**src/rtl/alu_issue_stage.sv**
```systemverilog
// Issue stage for the 4-bit ALU: buffers packed commands, drives operands, holds them for a
// settle window, then registers the 8-bit result. Optional build macro: ALU_ISSUE_STATS_EN.
module alu_issue_stage #(
    parameter int unsigned DEPTH         = 4,
    parameter int unsigned SETTLE_CYCLES = 1
) (
    input  logic        clk,
    input  logic        rst,
    input  logic        in_valid,
    output logic        in_ready,
    input  logic [11:0] in_cmd,
    output logic [3:0]  alu_a,
    output logic [3:0]  alu_b,
    output logic [3:0]  alu_sel,
    input  logic [7:0]  alu_c,
    output logic        out_valid,
    input  logic        out_ready,
    output logic [7:0]  out_result,
    output logic [3:0]  out_sel,
    output logic        busy
`ifdef ALU_ISSUE_STATS_EN
    ,
    output logic [15:0] op_count
`endif
);

    localparam int unsigned AW = $clog2(DEPTH);
    localparam int unsigned CW = AW + 1;

    typedef enum logic [1:0] {
        StIdle,
        StSettle,
        StHold
    } state_e;

    state_e        state_q;
    logic [2:0]    settle_cnt_q;
    logic [11:0]   mem_q [DEPTH];
    logic [AW-1:0] wr_ptr_q;
    logic [AW-1:0] rd_ptr_q;
    logic [CW-1:0] count_q;

    logic          fifo_empty;
    logic          push;
    logic          pop;
    logic          handshake;
    logic [11:0]   head;

    assign fifo_empty = (count_q == '0);
    // No pass-through when full: a same-edge pop never opens a slot early.
    assign in_ready   = !rst && (count_q < CW'(DEPTH));
    assign push       = in_valid && in_ready;
    assign handshake  = out_valid && out_ready;
    assign head       = mem_q[rd_ptr_q];
    assign busy       = !rst && ((state_q != StIdle) || !fifo_empty);

    always_comb begin
        pop = 1'b0;
        unique case (state_q)
            StIdle:  pop = !fifo_empty;
            StHold:  pop = handshake && !fifo_empty;
            default: pop = 1'b0;
        endcase
    end

    always_ff @(posedge clk) begin
        if (push) begin
            mem_q[wr_ptr_q] <= in_cmd;
        end
    end

    always_ff @(posedge clk) begin
        if (rst) begin
            wr_ptr_q <= '0;
            rd_ptr_q <= '0;
            count_q  <= '0;
        end else begin
            if (push) begin
                wr_ptr_q <= wr_ptr_q + 1'b1;
            end
            if (pop) begin
                rd_ptr_q <= rd_ptr_q + 1'b1;
            end
            unique case ({push, pop})
                2'b10:   count_q <= count_q + 1'b1;
                2'b01:   count_q <= count_q - 1'b1;
                default: count_q <= count_q;
            endcase
        end
    end

    always_ff @(posedge clk) begin
        if (rst) begin
            state_q      <= StIdle;
            settle_cnt_q <= 3'd0;
            alu_a        <= 4'd0;
            alu_b        <= 4'd0;
            alu_sel      <= 4'd0;
            out_valid    <= 1'b0;
            out_result   <= 8'd0;
            out_sel      <= 4'd0;
`ifdef ALU_ISSUE_STATS_EN
            op_count     <= 16'd0;
`endif
        end else begin
`ifdef ALU_ISSUE_STATS_EN
            if (handshake) begin
                op_count <= op_count + 16'd1;
            end
`endif
            unique case (state_q)
                StIdle: begin
                    if (pop) begin
                        alu_a        <= head[3:0];
                        alu_b        <= head[7:4];
                        alu_sel      <= head[11:8];
                        settle_cnt_q <= 3'(SETTLE_CYCLES);
                        state_q      <= StSettle;
                    end
                end
                StSettle: begin
                    settle_cnt_q <= settle_cnt_q - 3'd1;
                    // Last settle edge: alu_c has seen stable operands long enough.
                    if (settle_cnt_q == 3'd1) begin
                        out_result <= alu_c;
                        out_sel    <= alu_sel;
                        out_valid  <= 1'b1;
                        state_q    <= StHold;
                    end
                end
                StHold: begin
                    if (handshake) begin
                        out_valid <= 1'b0;
                        if (pop) begin
                            alu_a        <= head[3:0];
                            alu_b        <= head[7:4];
                            alu_sel      <= head[11:8];
                            settle_cnt_q <= 3'(SETTLE_CYCLES);
                            state_q      <= StSettle;
                        end else begin
                            state_q <= StIdle;
                        end
                    end
                end
                default: state_q <= StIdle;
            endcase
        end
    end

endmodule

```
**config.mk**
```make
export PLATFORM = sky130hd
export DESIGN_NAME = alu_issue_stage
export DESIGN_NICKNAME = d
export VERILOG_FILES = /design/src/rtl/alu_issue_stage.sv
export SDC_FILE = /design/constraint.sdc
export NUM_CORES = 1
export LEC_CHECK = 0
export ABC_AREA = 1
export CORE_ASPECT_RATIO = 0.9
export CORE_MARGIN = 5
export CORE_UTILIZATION = 58
export DETAILED_ROUTE_END_ITERATION = 10
export MAX_ROUTING_LAYER = met4
export PLACE_DENSITY = 0.94
export SYNTH_ARGS = -nofsm -noshare
export SYNTH_HDL_FRONTEND = slang
export SYNTH_SLANG_ARGS = --single-unit
```
**constraint.sdc**
```tcl
create_clock -name clk -period 5.4 [get_ports clk]
set_input_delay 1.62 -clock clk [delete_from_list [all_inputs] [get_ports clk]]
set_output_delay 1.62 -clock clk [all_outputs]
set_load 0.02 [all_outputs]
```
* After elaboration in Yosys (flattened, before gate mapping)
Memory sizes are Yosys's and may differ from the RTL's. A register that Yosys moved wholly into a read port is not among the register bits. Index checks and enable logic that the tools add are counted.
Word-level totals: register bits after elaboration 37, RAM bits 48, input port bits 24, output and inout port bits 27, word-level logic and storage cells 72, memories 1
Operators by class: $add $sub $neg 5, order comparisons 1, equal/unequal tests 8, multiplexer cells 26, reductions and logical operators 20
Memory list:
- mem_q | depth 4, width 12, read ports 1, clocked after memory_dff 1, write ports 1, RTL line 38 | logic [11:0] mem_q [DEPTH];
Operators by type and width (count):
- $mux W4 | 6
- $pmux W4 S2 | 3
- $mux W2 | 5
- $pmux W3 S3 | 1
- $reduce_bool A2 Y1 | 4
- $mux W3 | 2
- $ne A2 B2 Y1 const B | 3
- $pmux W2 S3 | 1
- $pmux W3 S2 | 1
- $reduce_and A2 Y1 | 3
- $reduce_and A3 Y1 | 2
- $sub A3 B1 Y3 const B | 2
- $logic_and A1 B1 Y1 | 5
- $mux W1 | 5
- $add A2 B1 Y2 const B | 2
- $eq A2 B1 Y1 const B | 2
- $eq A2 B2 Y1 const B | 2
- $pmux W1 S2 | 2
- $add A3 B1 Y3 const B | 1
- $eq A3 B1 Y1 const B | 1
- $logic_not A3 Y1 | 1
- $lt A3 B3 Y1 const B | 1
- $reduce_bool A3 Y1 | 1
- $logic_not A1 Y1 | 2
- 2 further kinds | 2

* Depth between registers and ports, before layout
depth after elaboration 7, gate-level depth with buffers 12, depth with buffers taken out 12

* Least setup slack after synthesis
OpenSTA, ideal clock, no wires.
kind input -> output, start point input port rst, end point output port busy, data arrival time 2.249 ns, path slack 1.531 ns, stages on the path 5, cell sequence buf_2 inv_1 buf_2 o31ai_1 inv_1
Between the ends: word-level cells in the longest chain between the ends 2
Ends and longest elaborated chain:
- from (decl) | RTL line 8 | input logic rst,
- $logic_not A1 Y1 | RTL line 55 | assign busy = !rst && ((state_q != StIdle) || !fifo_empty);
- $logic_and A1 B1 Y1 | RTL line 55
- to (decl) | RTL line 20 | output logic busy
Every way passes these cells.

* Worst setup path in the final report
Same ends and word-level chain as after synthesis.

==> summary.md <==
The run finished with clean final reports. The design draws 0.00222 W. Clock slew at the register clock pins of the worst setup and hold paths: 0.08 ns. Before antenna repair, the detailed router went through 4 iterations. The count of cells in the finished layout, fillers not included, comes to 484. The hold violation count in the final report is 0, and the required time of the worst setup path is 3.78 ns. The final RePlAce weighted congestion was 0.749; the transition time at the pin with the least slew margin was 1.14 ns. The tree built by TritonCTS fans out to 87 sinks. Setup repair after global routing left no endpoint under its margin. The initial antenna violation count is 0, and the number of H-tree levels is 3. The cell count after synthesis came out at 364. The hold path startpoint is alu_sel[0].

The repair_antennas step left the layout with diodes totalling 0. The floorplan step set the die height to 83.7 um. The run gives 0.608 as the starting utilization of the core area.

In this run the standard cell core region covers 0.00576 sq mm. The critical path starts at rst. The number of cells upsized or downsized after cts was 0; the total grt overflow was 0. The portion of synthesized cell area occupied by the leading cell type works out to 0.412.

For the synthesized cell area, the log shows 0.00350 sq mm. For the post-synthesis sequential area ratio, the log shows 0.635. The worst hold-check path type is register to register. The number of global-route vias before repair was 2,594; the share of flip-flops with an asynchronous set or reset was 0.

Of all cell types, the one taking the most synthesized area is edfxtp_1. Critical path's slowest cell: clkdlybuf4s50_1. On the final layout, the worst clock skew is 0.00593 ns. The summed negative setup slack over all endpoints is 0 ns. After detailed routing, the total wire length is 7220 um. The via density per instance is 5.23. Along the worst path, the maximum fanout reaches 10. In this run, synthesis inferred 48 flip-flops with an integrated enable. TritonCTS built the clock tree. The die covers 0.00769 sq mm. The first global-routing pass estimated 12,000 um of wire. Kind of critical path: primary input to output port. The number of hold buffers added after cts was 0; the time the worst path needs with I/O delays and setup was 4.72 ns.

The share of final-layout standard cells stronger than drive strength 1 works out to 0.0580. Root buffer selected by CTS: clkbuf_8. The overall global routing resource usage is 0.200.

The post-route fraction of the period consumed by the critical path works out to 0.875. Family of cells with the greatest summed delay on the critical path: buffers and inverters. In this design, the stage delay of the slowest critical-path cell is 0.69 ns. Number of ports placed on the die boundary: 51. Entering global routing, the biggest net connects 32 pins.

Number of setup buffers added after CTS: 0. The post-detailed-route wirelength per cell works out to 14.9 um. The detailed router finished its first iteration with 199 violations.

Summed over all nets, the half-perimeter wirelength after detailed placement is 4960 um. The overall die width is 91.9 um. The reg-to-reg startpoint is count_q[0].

The buffers plus inverters on the worst setup path was 4. Setup violations remaining at the end of the flow were counted as 0. Ranked by total cell area, the synthesized netlist is headed by edfxtp_1, dfxtp_1, nor2_1, o21ai_0, nand2_1.

The most frequently used cell type in the post-synthesis netlist was nor2_1. The total of buffers placed on input and output ports came out at 50. The synthesized netlist contains 24 unique library cells.

The number of max-slew violations in the final report was 0; the number of buffers added by the clock tree synthesis step was 9. Static timing analysis puts the maximum clock frequency at 212 MHz. No sink is reached through more buffers than the 2 on the longest clock path.

Counting flops and latches in the post-synthesis netlist gives 87. The clock network latency to the later pin of the worst-skew pair was 0.35 ns; the number of cell rows was 26. After synthesis, the most frequently instantiated cells are nor2_1, edfxtp_1, nand2_1. Summing over every cut layer, the via total after detailed routing is 2,529. The synthesis-to-layout area growth is 20.0%.

Type of element launching the critical path: a primary input. The logs give 0.000222 V for the worst IR drop on VDD and 3.10 ns for the critical path data arrival time. The most used flip-flop cell after synthesis is edfxtp_1. The count of nets left with antenna violations once routing finished came out at 0.

The worst-case headroom to the max-slew limit is 0.239, and the power density over the cells is 529 mW/mm^2. The critical path goes through clkdlybuf4s50_1 -> inv_1 -> o31ai_1 -> inv_1 -> clkdlybuf4s50_1. The worst setup path is captured at an output port. Number of warning messages in the yosys log: 0.

Number of remaining DRC errors: 0. Post-layout net count: 442. The tool flagged a number of max-cap violations equal to 0. The average cell area after synthesis works out to 9.62 sq um. The number of placed cells counting well taps came out at 469.

The hold slack is 0.477 ns. The logs give 1.64 nW for the total leakage power and 396 for the number of nets produced by synthesis.
-- cell usage in the layout, fill, tap and decap left out, drive strengths merged, types with 2 or more instances in the layout --
cell type,n
o21ai,43
a21oi,17
edfxtp,48
clkbuf,9
clkinv,4
inv,35
nand2,49
nand3,6
clkdlybuf4s50,50
dfxtp,39
ha,7
bufinv,2
nor2,98
or2,2
-- where the power goes --
| group | switching (W) | leakage [nW] | total [W] | internal (W) |
|---|---|---|---|---|
| Clock | 0.000216 | 0.107 | 0.000473 | 0.000257 |
| Combinational | 0.000507 | 0.773 | 0.000830 | 0.000323 |
| Sequential | 0.000100 | 0.756 | 0.000921 | 0.000821 |
-- area by class of cell --
class                   instances  area [sq um]
clock buffers                   9           124
clock inverters                 6          86.3
fillers                       410          1560
inverters                      35           131
multi-input cells             226          1040
flip-flops and latches         87          2220
well taps                      70          87.6
repair buffers                 51           508
-- final timing paths --
path	end	cells after the start	slack, ns
hold reg to reg	out_sel[0]	2	0.48
setup reg to reg	count_q[2]	12	2.92
hold / removal	out_sel[0]	2	0.48
setup / recovery	busy	5	0.68
-- per-stage QoR --
| stage | setup slack [ns] | utilization | instance area, sq um |
|---|---|---|---|
| 2_1_floorplan | 1.53 | - | 3500 |
| 3_3_place_gp | 0.724 | 0.693 | 3990 |
| 3_5_place_dp | 0.682 | 0.693 | 3990 |
| 4_1_cts | 0.656 | 0.730 | 4200 |
| 5_1_grt | 0.580 | 0.730 | 4200 |
| 6_report | 0.676 | 0.730 | 4200 |
-- registers in the layout (all words and copies together) (netlist names), named ones only --
signal,cells
alu_a,4
alu_b,4
alu_sel,4
count_q,3
mem_q,48
out_result,8
out_sel,4
out_valid,1
rd_ptr_q,2
settle_cnt_q,3
state_q,2
wr_ptr_q,2
-- worst min-delay path: cells and delay by family, from the launching register on --
kind / cells / cell delay (ns)
flip-flops: 1 / 0.32
buffers and inverters: 1 / 0.06
AO/OA/AOI/OAI: 1 / 0.05
-- metal layers --
metal / GRT usage / wire length [um] / vias up
li1: - / - / 1266
met1: 0.228 / 2990 / 1178
met2: 0.347 / 3730 / 73
met3: 0.0433 / 391 / 12
met4: 0.0742 / 108 / 0
met5: - / 0 / -
-- logic make-up after synthesis --
logic type / synth area share
AO/OA/AOI/OAI: 0.0897
XOR/XNOR: 0.00250
adder cells (fa/ha/maj): 0.0307
buffers and inverters: 0.0675
flip-flops: 0.635
AND/OR/NAND/NOR: 0.175
No activity file was read; power rests on OpenSTA's default activity.
